===== src/rtl/lane_speed_scheduler_if.sv =====
// Period-write port of lane_speed_scheduler: valid/ready handshake carrying
// a target lane and a new period in base ticks.
interface lane_speed_scheduler_if #(
    parameter int unsigned PERIOD_W = 12
);
    logic                cfg_valid;
    logic                cfg_ready;
    logic [2:0]          cfg_lane;
    logic [PERIOD_W-1:0] cfg_period;

    modport master (
        output cfg_valid,
        output cfg_lane,
        output cfg_period,
        input  cfg_ready
    );

    modport slave (
        input  cfg_valid,
        input  cfg_lane,
        input  cfg_period,
        output cfg_ready
    );
endinterface


===== src/rtl/lane_speed_scheduler.sv =====
// Central move-tick scheduler for the river lanes. A shared prescaler makes
// base ticks; each lane counts ticks against its own period and emits a
// registered one-cycle move strobe. Periods are written at runtime through
// the cfg port and can be shortened for all lanes by a level-up sweep.
// Build option: LANE_SCHED_LEVEL_EN enables the level-up sweep FSM, busy and
// level; without it level_up is ignored, busy/level read 0, cfg_ready is 1.
module lane_speed_scheduler #(
    parameter int unsigned     LANES          = 6,
    parameter int unsigned     PRESCALE       = 1000,
    parameter int unsigned     PERIOD_W       = 12,
    parameter int unsigned     DEFAULT_PERIOD = 200,
    parameter int unsigned     MIN_PERIOD     = 16,
    parameter int unsigned     LEVEL_STEP     = 8,
    parameter logic [LANES-1:0] DIR_MASK      = 6'b101010
) (
    input  logic                  clk,
    input  logic                  reset_n,
    input  logic                  run,
    lane_speed_scheduler_if.slave cfg,
    input  logic                  level_up,
    output logic                  busy,
    output logic [3:0]            level,
    output logic [LANES-1:0]      move_strb,
    output logic [LANES-1:0]      move_dir
);
    localparam int unsigned PS_W  = (PRESCALE > 1) ? $clog2(PRESCALE) : 1;
    localparam int unsigned IDX_W = (LANES > 1) ? $clog2(LANES) : 1;
    localparam logic [PERIOD_W-1:0] MinP  = PERIOD_W'(MIN_PERIOD);
    localparam logic [PERIOD_W-1:0] DefP  = PERIOD_W'(DEFAULT_PERIOD);
    localparam logic [PERIOD_W-1:0] StepP = PERIOD_W'(LEVEL_STEP);
    // Compared one bit wider so P - LEVEL_STEP is never taken after a wrap.
    localparam logic [PERIOD_W:0]   FloorP = (PERIOD_W + 1)'(LEVEL_STEP + MIN_PERIOD);

    logic [PS_W-1:0]     presc_q, presc_d;
    logic                base_tick;
    logic [PERIOD_W-1:0] period_q [LANES];
    logic [PERIOD_W-1:0] period_d [LANES];
    logic [PERIOD_W-1:0] cnt_q    [LANES];
    logic [PERIOD_W-1:0] cnt_d    [LANES];
    logic [LANES-1:0]    strb_q, strb_d;
    logic                cfg_fire;
    logic [PERIOD_W-1:0] cfg_clamped;
    logic                sweep_en;
    logic [IDX_W-1:0]    sweep_idx;

    function automatic logic [PERIOD_W-1:0] swept_period(input logic [PERIOD_W-1:0] p);
        if (p == '0) return '0;
        if ({1'b0, p} <= FloorP) return MinP;
        return p - StepP;
    endfunction

    assign move_dir  = DIR_MASK;
    assign move_strb = strb_q;
    assign base_tick = run && (presc_q == PS_W'(PRESCALE - 1));
    assign cfg_fire  = cfg.cfg_valid && cfg.cfg_ready;

`ifdef LANE_SCHED_LEVEL_EN
    typedef enum logic [0:0] {StIdle, StScale} state_e;

    state_e           state_q, state_d;
    logic [IDX_W-1:0] idx_q, idx_d;
    logic [3:0]       level_q, level_d;

    // Level FSM next state: one lane per SCALE cycle, level bumps on the last.
    always_comb begin
        state_d = state_q;
        idx_d   = idx_q;
        level_d = level_q;
        case (state_q)
            StIdle: begin
                if (level_up) begin
                    state_d = StScale;
                    idx_d   = '0;
                end
            end
            StScale: begin
                if (idx_q == IDX_W'(LANES - 1)) begin
                    state_d = StIdle;
                    idx_d   = '0;
                    if (level_q != 4'hF) level_d = level_q + 4'd1;
                end else begin
                    idx_d = idx_q + 1'b1;
                end
            end
            default: state_d = StIdle;
        endcase
    end

    // Level FSM state register.
    always_ff @(posedge clk or negedge reset_n) begin
        if (!reset_n) begin
            state_q <= StIdle;
            idx_q   <= '0;
            level_q <= '0;
        end else begin
            state_q <= state_d;
            idx_q   <= idx_d;
            level_q <= level_d;
        end
    end

    assign busy          = (state_q == StScale);
    assign sweep_en      = busy;
    assign sweep_idx     = idx_q;
    assign level         = level_q;
    assign cfg.cfg_ready = (state_q == StIdle);
`else
    logic unused_level_up;
    assign unused_level_up = level_up;
    assign busy            = 1'b0;
    assign sweep_en        = 1'b0;
    assign sweep_idx       = '0;
    assign level           = 4'd0;
    assign cfg.cfg_ready   = 1'b1;
`endif

    // Clamp written periods: 0 disables, small nonzero values rise to the floor.
    always_comb begin
        cfg_clamped = cfg.cfg_period;
        if (cfg.cfg_period != '0 && cfg.cfg_period < MinP) cfg_clamped = MinP;
    end

    // Prescaler next state: frozen while paused.
    always_comb begin
        presc_d = presc_q;
        if (run) presc_d = base_tick ? '0 : presc_q + 1'b1;
    end

    // Per-lane counters, strobes and period updates; a write clears the
    // counter but a strobe already due this cycle still fires.
    always_comb begin
        strb_d = '0;
        for (int i = 0; i < LANES; i++) begin
            period_d[i] = period_q[i];
            cnt_d[i]    = cnt_q[i];
            if (period_q[i] == '0) begin
                cnt_d[i] = '0;
            end else if (base_tick) begin
                if ({1'b0, cnt_q[i]} + 1'b1 >= {1'b0, period_q[i]}) begin
                    strb_d[i] = 1'b1;
                    cnt_d[i]  = '0;
                end else begin
                    cnt_d[i] = cnt_q[i] + 1'b1;
                end
            end
            if (cfg_fire && (cfg.cfg_lane == 3'(i))) begin
                period_d[i] = cfg_clamped;
                cnt_d[i]    = '0;
            end
            if (sweep_en && (sweep_idx == IDX_W'(i))) begin
                period_d[i] = swept_period(period_q[i]);
            end
        end
    end

    // Prescaler, lane state and strobe registers.
    always_ff @(posedge clk or negedge reset_n) begin
        if (!reset_n) begin
            presc_q <= '0;
            strb_q  <= '0;
            for (int i = 0; i < LANES; i++) begin
                period_q[i] <= DefP;
                cnt_q[i]    <= '0;
            end
        end else begin
            presc_q <= presc_d;
            strb_q  <= strb_d;
            for (int i = 0; i < LANES; i++) begin
                period_q[i] <= period_d[i];
                cnt_q[i]    <= cnt_d[i];
            end
        end
    end
endmodule


===== src/flat_wrapper.sv =====
// flat-port wrapper written by rule: the top's interface ports become plain ports
module lane_speed_scheduler_flat 
#(
    parameter int unsigned     LANES          = 6,
    parameter int unsigned     PRESCALE       = 1000,
    parameter int unsigned     PERIOD_W       = 12,
    parameter int unsigned     DEFAULT_PERIOD = 200,
    parameter int unsigned     MIN_PERIOD     = 16,
    parameter int unsigned     LEVEL_STEP     = 8,
    parameter logic [LANES-1:0] DIR_MASK      = 6'b101010
)
  (clk, reset_n, run, level_up, busy, level, move_strb, move_dir, cfg_cfg_valid, cfg_cfg_lane, cfg_cfg_period, cfg_cfg_ready);
  lane_speed_scheduler_if #(.PERIOD_W(PERIOD_W)) cfg_i ();
  input  logic clk;
  input  logic reset_n;
  input  logic run;
  input  logic level_up;
  output logic busy;
  output logic [3:0] level;
  output logic [LANES-1:0] move_strb;
  output logic [LANES-1:0] move_dir;
  input wire logic [$bits(cfg_i.cfg_valid)-1:0] cfg_cfg_valid;
  input wire logic [$bits(cfg_i.cfg_lane)-1:0] cfg_cfg_lane;
  input wire logic [$bits(cfg_i.cfg_period)-1:0] cfg_cfg_period;
  output wire logic [$bits(cfg_i.cfg_ready)-1:0] cfg_cfg_ready;
  assign cfg_i.cfg_valid = cfg_cfg_valid;
  assign cfg_i.cfg_lane = cfg_cfg_lane;
  assign cfg_i.cfg_period = cfg_cfg_period;
  assign cfg_cfg_ready = cfg_i.cfg_ready;
  lane_speed_scheduler #(.LANES(LANES), .PRESCALE(PRESCALE), .PERIOD_W(PERIOD_W), .DEFAULT_PERIOD(DEFAULT_PERIOD), .MIN_PERIOD(MIN_PERIOD), .LEVEL_STEP(LEVEL_STEP), .DIR_MASK(DIR_MASK)) u_core (.clk(clk), .reset_n(reset_n), .run(run), .cfg(cfg_i), .level_up(level_up), .busy(busy), .level(level), .move_strb(move_strb), .move_dir(move_dir));
endmodule

===== config.mk =====
export PLATFORM = sky130hd
export DESIGN_NAME = lane_speed_scheduler_flat
export DESIGN_NICKNAME = d
export VERILOG_FILES = /design/src/rtl/lane_speed_scheduler_if.sv /design/src/rtl/lane_speed_scheduler.sv /design/src/flat_wrapper.sv
export SDC_FILE = /design/constraint.sdc
export NUM_CORES = 1
export LEC_CHECK = 0
export BUFFER_PORTS_ARGS = -buffer_cell sky130_fd_sc_hd__buf_2
export CORE_ASPECT_RATIO = 0.9
export CORE_MARGIN = 5
export CORE_UTILIZATION = 45
export DETAILED_ROUTE_END_ITERATION = 10
export PLACE_DENSITY = 0.63
export SLEW_MARGIN = 25
export SYNTH_ARGS = -nofsm -noshare
export SYNTH_HDL_FRONTEND = slang
export SYNTH_SLANG_ARGS = --single-unit

===== constraint.sdc =====
create_clock -name clk -period 3.67 [get_ports clk]
set_input_delay 0.1835 -clock clk [delete_from_list [all_inputs] [get_ports clk]]
set_output_delay 0.1835 -clock clk [all_outputs]
set_load 0.005 [all_outputs]

==> flow_summary.ini, run 1 <==
[run_status]
status = finished clean

[synthesis]
synthDistinctLibCells = 63
syn_inst = 1057
synth_area_leaders = dfrtp_1, ha_1, nand2_1
synth-seq-cells = 160
yosysMostFrequentCell = dfrtp_1
syn_area_mm2 = 0.009793
synth_commonest_cells = dfrtp_1, nand2_1, ha_1, inv_1, o21ai_0
synth_enable_flop_cells = 0
avgSynthCellArea_um2 = 9.265
synth-seq-area-share = 0.4111
yosysTopAreaCell = dfrtp_1
synth_top_flop_cell = dfrtp_1
synth_top_area_frac = 0.3628
async_flop_share = 1.000
ys_warn_count = 0

[timing]
finalSetupViolations = 0
slew_violations = 0
clock_skew_ns = 0.009176
worstMarginPinSlew_ns = 0.7734
timing.fmax_mhz = 295.1
grt_setup_unrepaired = no
period_needed_ns = 3.388
hold_violations = 0
slew_headroom = 0.4825
tns_ns = 0
fin_crit_sh = 0.9232

[finish]
drive_above_1_share = 0.1374
area_growth_pct = 11.42
multi_input_area_mm2 = 0.005280
final_cells = 1390
n_antenna_cell = 0
n_fill_cell = 2002
final_nets = 1191
area.sequential_mm2 = 0.004026

[power_and_ir_drop]
power_density_mw_per_mm2 = 438.0
irDropWorstVdd_uv = 333.6
leakagePower_nw = 5.324

[setup_path]
crit_buf_inv = 0
slowest_stage = or3_1
cpPeakStageDelay_ns = 0.49
cp_top_family = simple AND/OR/NAND/NOR gates
crit_arrival_ns = 3.75
cp-start-kind = flop
crit_required_ns = 4.03
critical_path.max_fanout = 8
end_kind = flop
critPathKind = flop to flop
cp_cell_sequence = ha_1 > nand3_1 > or3_1 > xnor2_1 > ha_1 > and3_1 > a221oi_1 > nand2_1 > a211oi_1 > and3_1 > mux2_2

[clock_tree]
htree_num_levels = 4
cts_tree = built
cts_max_path_buffers = 2
insertion_delay_ns = 0.42
clock_sinks = 160
clk_pin_slew_ns = 0.06
cts_inserted_buffers = 17
cts_root_buf = clkbuf_16

[floorplan]
die_y_um = 150.0
core-area_mm2 = 0.02150
die_w_um = 165.5
die-area_mm2 = 0.02482
ios = 38
rows = 51
initial_utilization = 0.4554

[placement]
dp_hpwl_um = 15780
place_congestion = 0.7957
dp_cells = 1357
io_buffers = 24

[grt]
grt_pass1_wl_um = 36950
grt_start_max_net_pins = 74
gr-total-overflow = 0
antenna_found_initial = 0
grt.total_usage = 0.1866
grt_pass1_vias = 7222

[drt]
drt_pass1_iterations = 5
vias_per_cell = 5.345
drc_errors = 0
via_count = 7430
wl_per_cell_um = 15.87
final_antenna_net_count = 0
drt-initial-drc-count = 469
wirelength_um = 22060

[worst_hold_path]
hold_class = input port to flop

[flow_run]
cap_violations = 0
-- logic make-up after synthesis --
logic type | after synthesis | synth area share
simple gates | 394 | 0.2033
flops | 160 | 0.4111
other cells | 2 | 0.0007669
compound gates | 197 | 0.1289
buf+inv | 127 | 0.05494
xor+xnor | 52 | 0.04650
fa+ha+maj | 85 | 0.1086
mux | 40 | 0.04587
-- power by group --
part           total [mW]  internal, mW  switching (mW)
clock network        1.96          1.24           0.713
registers            2.19          2.00           0.193
logic               0.635         0.283           0.352
total                4.78          3.52            1.26
-- final timing paths --
| check | slack, ns | end | start | cells past startpoint |
|---|---|---|---|---|
| max in group asynchronous | 2.37 | u_core.period_q[15]$_DFFE_PN1P_ | reset_n | 3 |
| setup reg to reg | 0.28 | u_core.cnt_q[12]$_DFFE_PN0P_ | u_core.cnt_q[12]$_DFFE_PN0P_ | 11 |
| min in group asynchronous | 0.36 | u_core.cnt_q[26]$_DFFE_PN0P_ | reset_n | 2 |
| setup / recovery | 0.28 | u_core.cnt_q[12]$_DFFE_PN0P_ | u_core.cnt_q[12]$_DFFE_PN0P_ | 11 |
| hold / removal | 0.05 | u_core.presc_q[1]$_DFFE_PN0P_ | run | 2 |
| hold reg to reg | 0.49 | u_core.cnt_q[59]$_DFFE_PN0P_ | u_core.cnt_q[59]$_DFFE_PN0P_ | 1 |
-- stage by stage --
step | utilization | instance area (µm²) | hold slack, ns | setup slack (ns) | total power [mW]
2_1_floorplan | - | 9831 | -0.1121 | 0.4000 | 2.626
3_5_place_dp | 0.4767 | 10250 | 0.2568 | 0.2673 | 2.849
3_3_place_gp | 0.4767 | 10250 | 0.2460 | 0.3389 | 2.821
6_report | 0.5074 | 10910 | 0.05163 | 0.2818 | 4.780
5_1_grt | 0.5074 | 10910 | 0.06922 | 0.01082 | 5.026
4_1_cts | 0.5072 | 10910 | 0.03982 | 0.2431 | 4.817
-- worst register-to-register path, cell delays in order, from the launching register on --
cell and delay (ns):
dfrtp_1 0.48, ha_1 0.27, nand3_1 0.17, or3_1 0.50, xnor2_1 0.16, ha_1 0.30
and3_1 0.17, a221oi_1 0.29, nand2_1 0.08, a211oi_1 0.28, and3_1 0.41, mux2_2 0.22
-- state kept, by name (all words and copies together), names as in the netlist --
register / count
u_core.cnt_q: 72
u_core.move_strb: 6
u_core.period_q: 72
u_core.presc_q: 10
-- final cells by class --
type / count / share of cell area
Clock buffer: 22 / 0.04254
Multi-Input combinational cell: 780 / 0.4839
Clock inverter: 10 / 0.01663
Tap cell: 291 / 0.03337
Timing Repair Buffer: 42 / 0.02534
Inverter: 85 / 0.02924
Sequential cell: 160 / 0.3690
-- metal layers --
layer  GRT usage  wire length (µm)  vias up
li1            -                 -     3765
met1      0.2683             10980     3561
met2      0.2955             10270       89
met3     0.03608               635       15
met4     0.03711               173        0
met5           0                 0        -
-- cells in the final DEF, fill, tap and decap left out, types with 5 or more instances in the layout --
cell	Yosys	routed
clkbuf_16	0	17
a22o_1	18	18
bufinv_16	0	5
dfstp_2	18	18
and3_1	20	20
dfrtp_1	142	142
nand2_1	136	136
and2_1	7	7
o21ai_0	66	66
or2_2	10	10
ha_1	85	85
buf_4	13	16
a31o_2	5	5
nand2b_1	15	15
nor4_1	24	24
nand4_1	25	25
nor3_1	16	15
mux2_2	39	39
o22ai_1	5	5
xnor2_1	36	36
nor2b_1	6	6
nor2_1	51	51
inv_1	85	85
nand3_1	59	59
a21o_1	22	22
conb_1	2	12
xor2_1	16	16
buf_2	4	23
a21oi_1	37	37
a32o_1	5	5
a31oi_1	8	8
-- timing repair --
item / CTS / global route
hold buffers: 1 / 0
endpoints found under the setup margin: 0 / 1
gates resized for setup: 0 / 1
hold endpoints to repair: 62 / 0
buffers inserted: 0 / 0
Power figures use the tool's default switching activity.
==> run 2: changes to the inputs <==
Settings changed: CORE_MARGIN 5 to not set, CTS_CLUSTER_DIAMETER set to 30.
==> run 2 against run 1 <==
Net effect:
- sequential share of layout area is 0.072 points higher
- hold slack improved by 0.0056 ns
- count of clock-buffer cells in the layout unchanged
- non-clock buffer count up 2
- global-route usage up 2.4 points
- total power down 1.3%
- die area down 9.9%
- sequential power is essentially flat
- critical path type unchanged
- wire length shrank 0.76%
- critical path depth unchanged
==> flow_summary.ini, run 2 (synthesis gave the netlist of run 1 again) <==
[floorplan]
die_w_um = 157.5
rows = 50
initial_utilization = 0.4645
die_y_um = 142.0
core-area_mm2 = 0.02108
die-area_mm2 = 0.02236
ios = 38

[placement]
io_buffers = 24
dp_hpwl_um = 15450
dp_cells = 1354
place_congestion = 0.8210

[grt]
grt.total_usage = 0.2103
gr-total-overflow = 0
grt_start_max_net_pins = 94
grt_pass1_wl_um = 36830
antenna_found_initial = 0
grt_pass1_vias = 7176

[timing]
tns_ns = 0
timing.fmax_mhz = 300.7
slew_violations = 0
slew_headroom = 0.4330
clock_skew_ns = 0.008114
period_needed_ns = 3.325
finalSetupViolations = 0
fin_crit_sh = 0.9061
hold_violations = 0
grt_setup_unrepaired = no
worstMarginPinSlew_ns = 0.8504

[drt]
drt_pass1_iterations = 5
drc_errors = 0
via_count = 7507
wirelength_um = 21890
vias_per_cell = 5.412
wl_per_cell_um = 15.78
final_antenna_net_count = 0
drt-initial-drc-count = 381

[setup_path]
crit_buf_inv = 0
reg2reg_from = u_core.cnt_q[12]$_DFFE_PN0P_
cp_top_family = simple AND/OR/NAND/NOR gates
crit_required_ns = 4.03
ff2ff_path_depth = 11
rrSetupSlack_ns = 0.34
cpPeakStageDelay_ns = 0.48
r2r-end = u_core.cnt_q[12]$_DFFE_PN0P_
critical_path.max_fanout = 8
crit_arrival_ns = 3.68
slowest_stage = or3_1
worstSetupPathDepth = 11
critPathKind = flop to flop
cp_cell_sequence = ha_1 > nand3_1 > or3_1 > xnor2_1 > ha_1 > and3_1 > a221oi_1 > nand2_1 > a211oi_1 > and3_1 > mux2_2
end_kind = flop
cp-start-kind = flop

[power_and_ir_drop]
power_density_mw_per_mm2 = 433.1
p_total_mw = 4.717
irDropWorstVdd_uv = 284.6
leakagePower_nw = 5.318

[finish]
final_cells = 1387
multi_input_area_mm2 = 0.005285
final_cell_mix = dfrtp_1, nand2_1, inv_1, ha_1, o21ai_0
largest_registers = u_core.cnt_q (72), u_core.period_q (72), u_core.presc_q (10)
n_fill_cell = 1988
drive_above_1_share = 0.1399
n_antenna_cell = 0
layout_commonest_cell = dfrtp_1
area.sequential_mm2 = 0.004026
area_growth_pct = 11.20
final_nets = 1193

[clock_tree]
cts_inserted_buffers = 17
clk_pin_slew_ns = 0.06
insertion_delay_ns = 0.42
cts_root_buf = clkbuf_16
cts_tree = built
cts_max_path_buffers = 2
cts_setup_buffers = 0
clock_sinks = 160
htree_num_levels = 4

[worst_hold_path]
hold_class = input port to flop
whs_endpoint = u_core.presc_q[1]$_DFFE_PN0P_
hold_depth = 2
hold_start = run

[run_status]
status = finished clean

[flow_run]
cap_violations = 0
==> run 2: cell type report <==
class | instances | share of cell area
flip-flops and latches | 160 | 0.3697
multi-input cells | 780 | 0.4853
well taps | 286 | 0.03286
clock buffers | 22 | 0.04262
inverters | 85 | 0.02930
clock inverters | 10 | 0.01459
repair buffers | 44 | 0.02562
==> run 2: how the worst max path moves through the flow <==
stage	end	from	slack [ns]
3_5_place_dp	u_core.cnt_q[57]$_DFFE_PN0P_	u_core.cnt_q[48]$_DFFE_PN0P_	0.16
6_report	u_core.cnt_q[12]$_DFFE_PN0P_	u_core.cnt_q[12]$_DFFE_PN0P_	0.34
2_1_floorplan	u_core.cnt_q[50]$_DFFE_PN0P_	u_core.cnt_q[50]$_DFFE_PN0P_	0.40
4_1_cts	u_core.cnt_q[57]$_DFFE_PN0P_	u_core.cnt_q[48]$_DFFE_PN0P_	0.15
5_1_grt	u_core.cnt_q[57]$_DFFE_PN0P_	u_core.cnt_q[51]$_DFFE_PN0P_	0.03
3_3_place_gp	u_core.cnt_q[57]$_DFFE_PN0P_	u_core.cnt_q[48]$_DFFE_PN0P_	0.23
==> run 2: per-layer routing <==
metal,global-route usage,routed length [µm]
met1,0.3026,11230
met2,0.3263,9870
met3,0.04050,580
met4,0.04650,201
met5,0,0
==> run 2: through the flow <==
stage	worst slack [ns]	cell area, µm²	util	hold slack, ns
after global placement	0.2279	10250	0.4861	0.3248
after CTS	0.1453	10880	0.5161	0.04147
after global routing	0.03157	10890	0.5166	0.08150
after floorplan	0.4000	9831	-	-0.1121
after detailed placement	0.1636	10250	0.4861	0.3074
final	0.3446	10890	0.5166	0.05718
==> run 2: report_power, final <==
group / switching (mW) / leakage (nW) / total [mW] / internal [mW]
Sequential: 0.191 / 2.07 / 2.19 / 2.00
Clock: 0.716 / 0.301 / 1.89 / 1.17
Combinational: 0.357 / 2.95 / 0.640 / 0.283
Total: 1.26 / 5.32 / 4.72 / 3.45
==> run 2: timing repair <==
item | 4_1_cts | 5_1_grt
setup endpoints to repair | 0 | 12
hold buffers | 1 | 0
resized for setup | 0 | 2
hold endpoints to repair | 79 | 0
==> run 2: worst reg2reg max path, cell delays in order, from the launching register on <==
cell	delay [ns]
dfrtp_1	0.46
ha_1	0.25
nand3_1	0.17
or3_1	0.48
xnor2_1	0.16
ha_1	0.31
and3_1	0.18
a221oi_1	0.29
nand2_1	0.08
a211oi_1	0.27
and3_1	0.40
mux2_2	0.21
==> run 3: changes to the inputs <==
Settings changed: CORE_ASPECT_RATIO 0.9 to not set, GPL_ROUTABILITY_DRIVEN set to 0.
==> run 3 against run 2 <==
Net effect:
- worst setup slack got worse by 0.059 ns
- sequential share of layout area rose by 0.11 points
- wire length down 1.1%
- count of clock-buffer cells in the layout fell by 5
- clock skew barely moved
- register-to-register slack worse by 0.06 ns
- first-iteration DRC count fell by 14%
- non-clock buffer count decreased by 3
- global-route usage down 0.29 points
- utilization down 0.33 points
==> flow_summary.ini, run 3 (synthesis gave the netlist of run 1 again) <==
[drt]
wirelength_um = 21660
drt-initial-drc-count = 326
final_antenna_net_count = 0
wl_per_cell_um = 15.77
drt_pass1_iterations = 4
drc_errors = 0
via_count = 7471
vias_per_cell = 5.441

[grt]
grt.total_usage = 0.2074
grt_pass1_vias = 7135
gr-total-overflow = 0
antenna_found_initial = 0
grt_pass1_wl_um = 36410
grt_start_max_net_pins = 87

[timing]
timing.fmax_mhz = 295.5
clock_skew_ns = 0.008283
slew_violations = 0
timing.final.ws_setup_ns = 0.2858
grt_setup_unrepaired = no
hold_violations = 0
worstMarginPinSlew_ns = 0.8261
fin_crit_sh = 0.9221
finalSetupViolations = 0
tns_ns = 0
slew_headroom = 0.4493
whs_ns = 0.06608
period_needed_ns = 3.384

[placement]
io_buffers = 24
placed_cell_area_mm2 = 0.01024
dpl_worst_slack_ns = 0.3245
dp_cells = 1340
dp_hpwl_um = 15270

[clock_tree]
cts_tree = built
htree_num_levels = 4
cts_setup_buffers = 0
cts_inserted_buffers = 17
insertion_delay_ns = 0.42
clk_pin_slew_ns = 0.07
cts_max_path_buffers = 2
clock_sinks = 160
cts_root_buf = clkbuf_16

[finish]
area.sequential_mm2 = 0.004026
multi_input_area_mm2 = 0.005275
n_antenna_cell = 0
layout_commonest_cell = dfrtp_1
final_cell_mix = dfrtp_1, nand2_1, inv_1, ha_1, o21ai_0
utilization = 0.5132
final_cells = 1373
area_growth_pct = 10.86
n_fill_cell = 1981
largest_registers = u_core.cnt_q (72), u_core.period_q (72), u_core.presc_q (10)
final_nets = 1190
drive_above_1_share = 0.1384
fin_area_mm2 = 0.01086

[setup_path]
crit_arrival_ns = 3.75
crit_path_frequent_cell = and3_1
slowest_stage = dfrtp_1
critPathKind = flop to flop
critical_path.max_fanout = 18
cpPeakStageDelay_ns = 0.43
cp_cell_sequence = nand3_1 > nor3_1 > and3_1 > xnor2_1 > ha_1 > and3_1 > a221oi_1 > o41a_1 > or4b_1 > buf_4 > nor4_1 > mux2_2
end_kind = flop
crit_required_ns = 4.04
cp-start-kind = flop
ff2ff_path_depth = 12
r2r-end = u_core.cnt_q[57]$_DFFE_PN0P_
rrSetupSlack_ns = 0.29
reg2reg_from = u_core.cnt_q[51]$_DFFE_PN0P_

[worst_hold_path]
hold_start = run
whs_endpoint = u_core.presc_q[1]$_DFFE_PN0P_
hold_class = input port to flop
hold_depth = 2

[floorplan]
die_w_um = 149.5
die-area_mm2 = 0.02236
ios = 38
die_y_um = 149.5
initial_utilization = 0.4629
core-area_mm2 = 0.02115
rows = 53

[power_and_ir_drop]
irDropWorstVdd_uv = 315.0
leakagePower_nw = 5.291
p_total_mw = 4.677
power_density_mw_per_mm2 = 430.8

[flow_run]
cap_violations = 0

[run_status]
status = finished clean
==> run 3: metal layers <==
metal / vias to the layer above / global-route usage / share of wire / routed length [µm]
li1: 3766 / - / - / -
met1: 3587 / 0.2964 / 0.50 / 10770
met2: 103 / 0.3285 / 0.46 / 9972
met3: 15 / 0.03628 / 0.034 / 732
met4: 0 / 0.04082 / 0.0084 / 182
met5: - / 0 / 0 / 0
==> run 3: report_power, final <==
part	internal, mW	switching (mW)	total (mW)
Clock	1.08	0.774	1.85
Combinational	0.284	0.359	0.643
Sequential	1.99	0.185	2.18
==> run 3: what timing repair did <==
| action | CTS | global route |
|---|---|---|
| gates resized for setup | 0 | 0 |
| endpoints found under the hold margin | 74 | 0 |
| hold buffers | 1 | 0 |
| setup endpoints to repair | 0 | 0 |
==> run 3: how the worst max path moves through the flow <==
stage / to / slack [ns] / from / cells after the start
2_1_floorplan: u_core.cnt_q[50]$_DFFE_PN0P_ / 0.40 / u_core.cnt_q[50]$_DFFE_PN0P_ / 14
3_3_place_gp: u_core.cnt_q[12]$_DFFE_PN0P_ / 0.37 / u_core.cnt_q[12]$_DFFE_PN0P_ / 11
3_5_place_dp: u_core.cnt_q[57]$_DFFE_PN0P_ / 0.32 / u_core.cnt_q[51]$_DFFE_PN0P_ / 12
4_1_cts: u_core.cnt_q[57]$_DFFE_PN0P_ / 0.30 / u_core.cnt_q[51]$_DFFE_PN0P_ / 12
5_1_grt: u_core.cnt_q[57]$_DFFE_PN0P_ / 0.08 / u_core.cnt_q[51]$_DFFE_PN0P_ / 12
6_report: u_core.cnt_q[57]$_DFFE_PN0P_ / 0.29 / u_core.cnt_q[51]$_DFFE_PN0P_ / 12
==> run 3: final cells by class <==
type,instances,area share
Clock inverter,15,0.01706
Tap cell,275,0.03169
Sequential cell,160,0.3709
Timing Repair Buffer,41,0.02593
Inverter,85,0.02939
Clock buffer,17,0.03918
Multi-Input combinational cell,780,0.4859
==> run 3: worst max-delay path, delay by kind of cell, from the launching register on <==
kind | cells | cell delay (ns)
flops | 1 | 0.43
fa+ha+maj | 1 | 0.26
mux | 1 | 0.19
simple gates | 6 | 1.60
buf+inv | 1 | 0.21
compound gates | 2 | 0.51
xor+xnor | 1 | 0.13
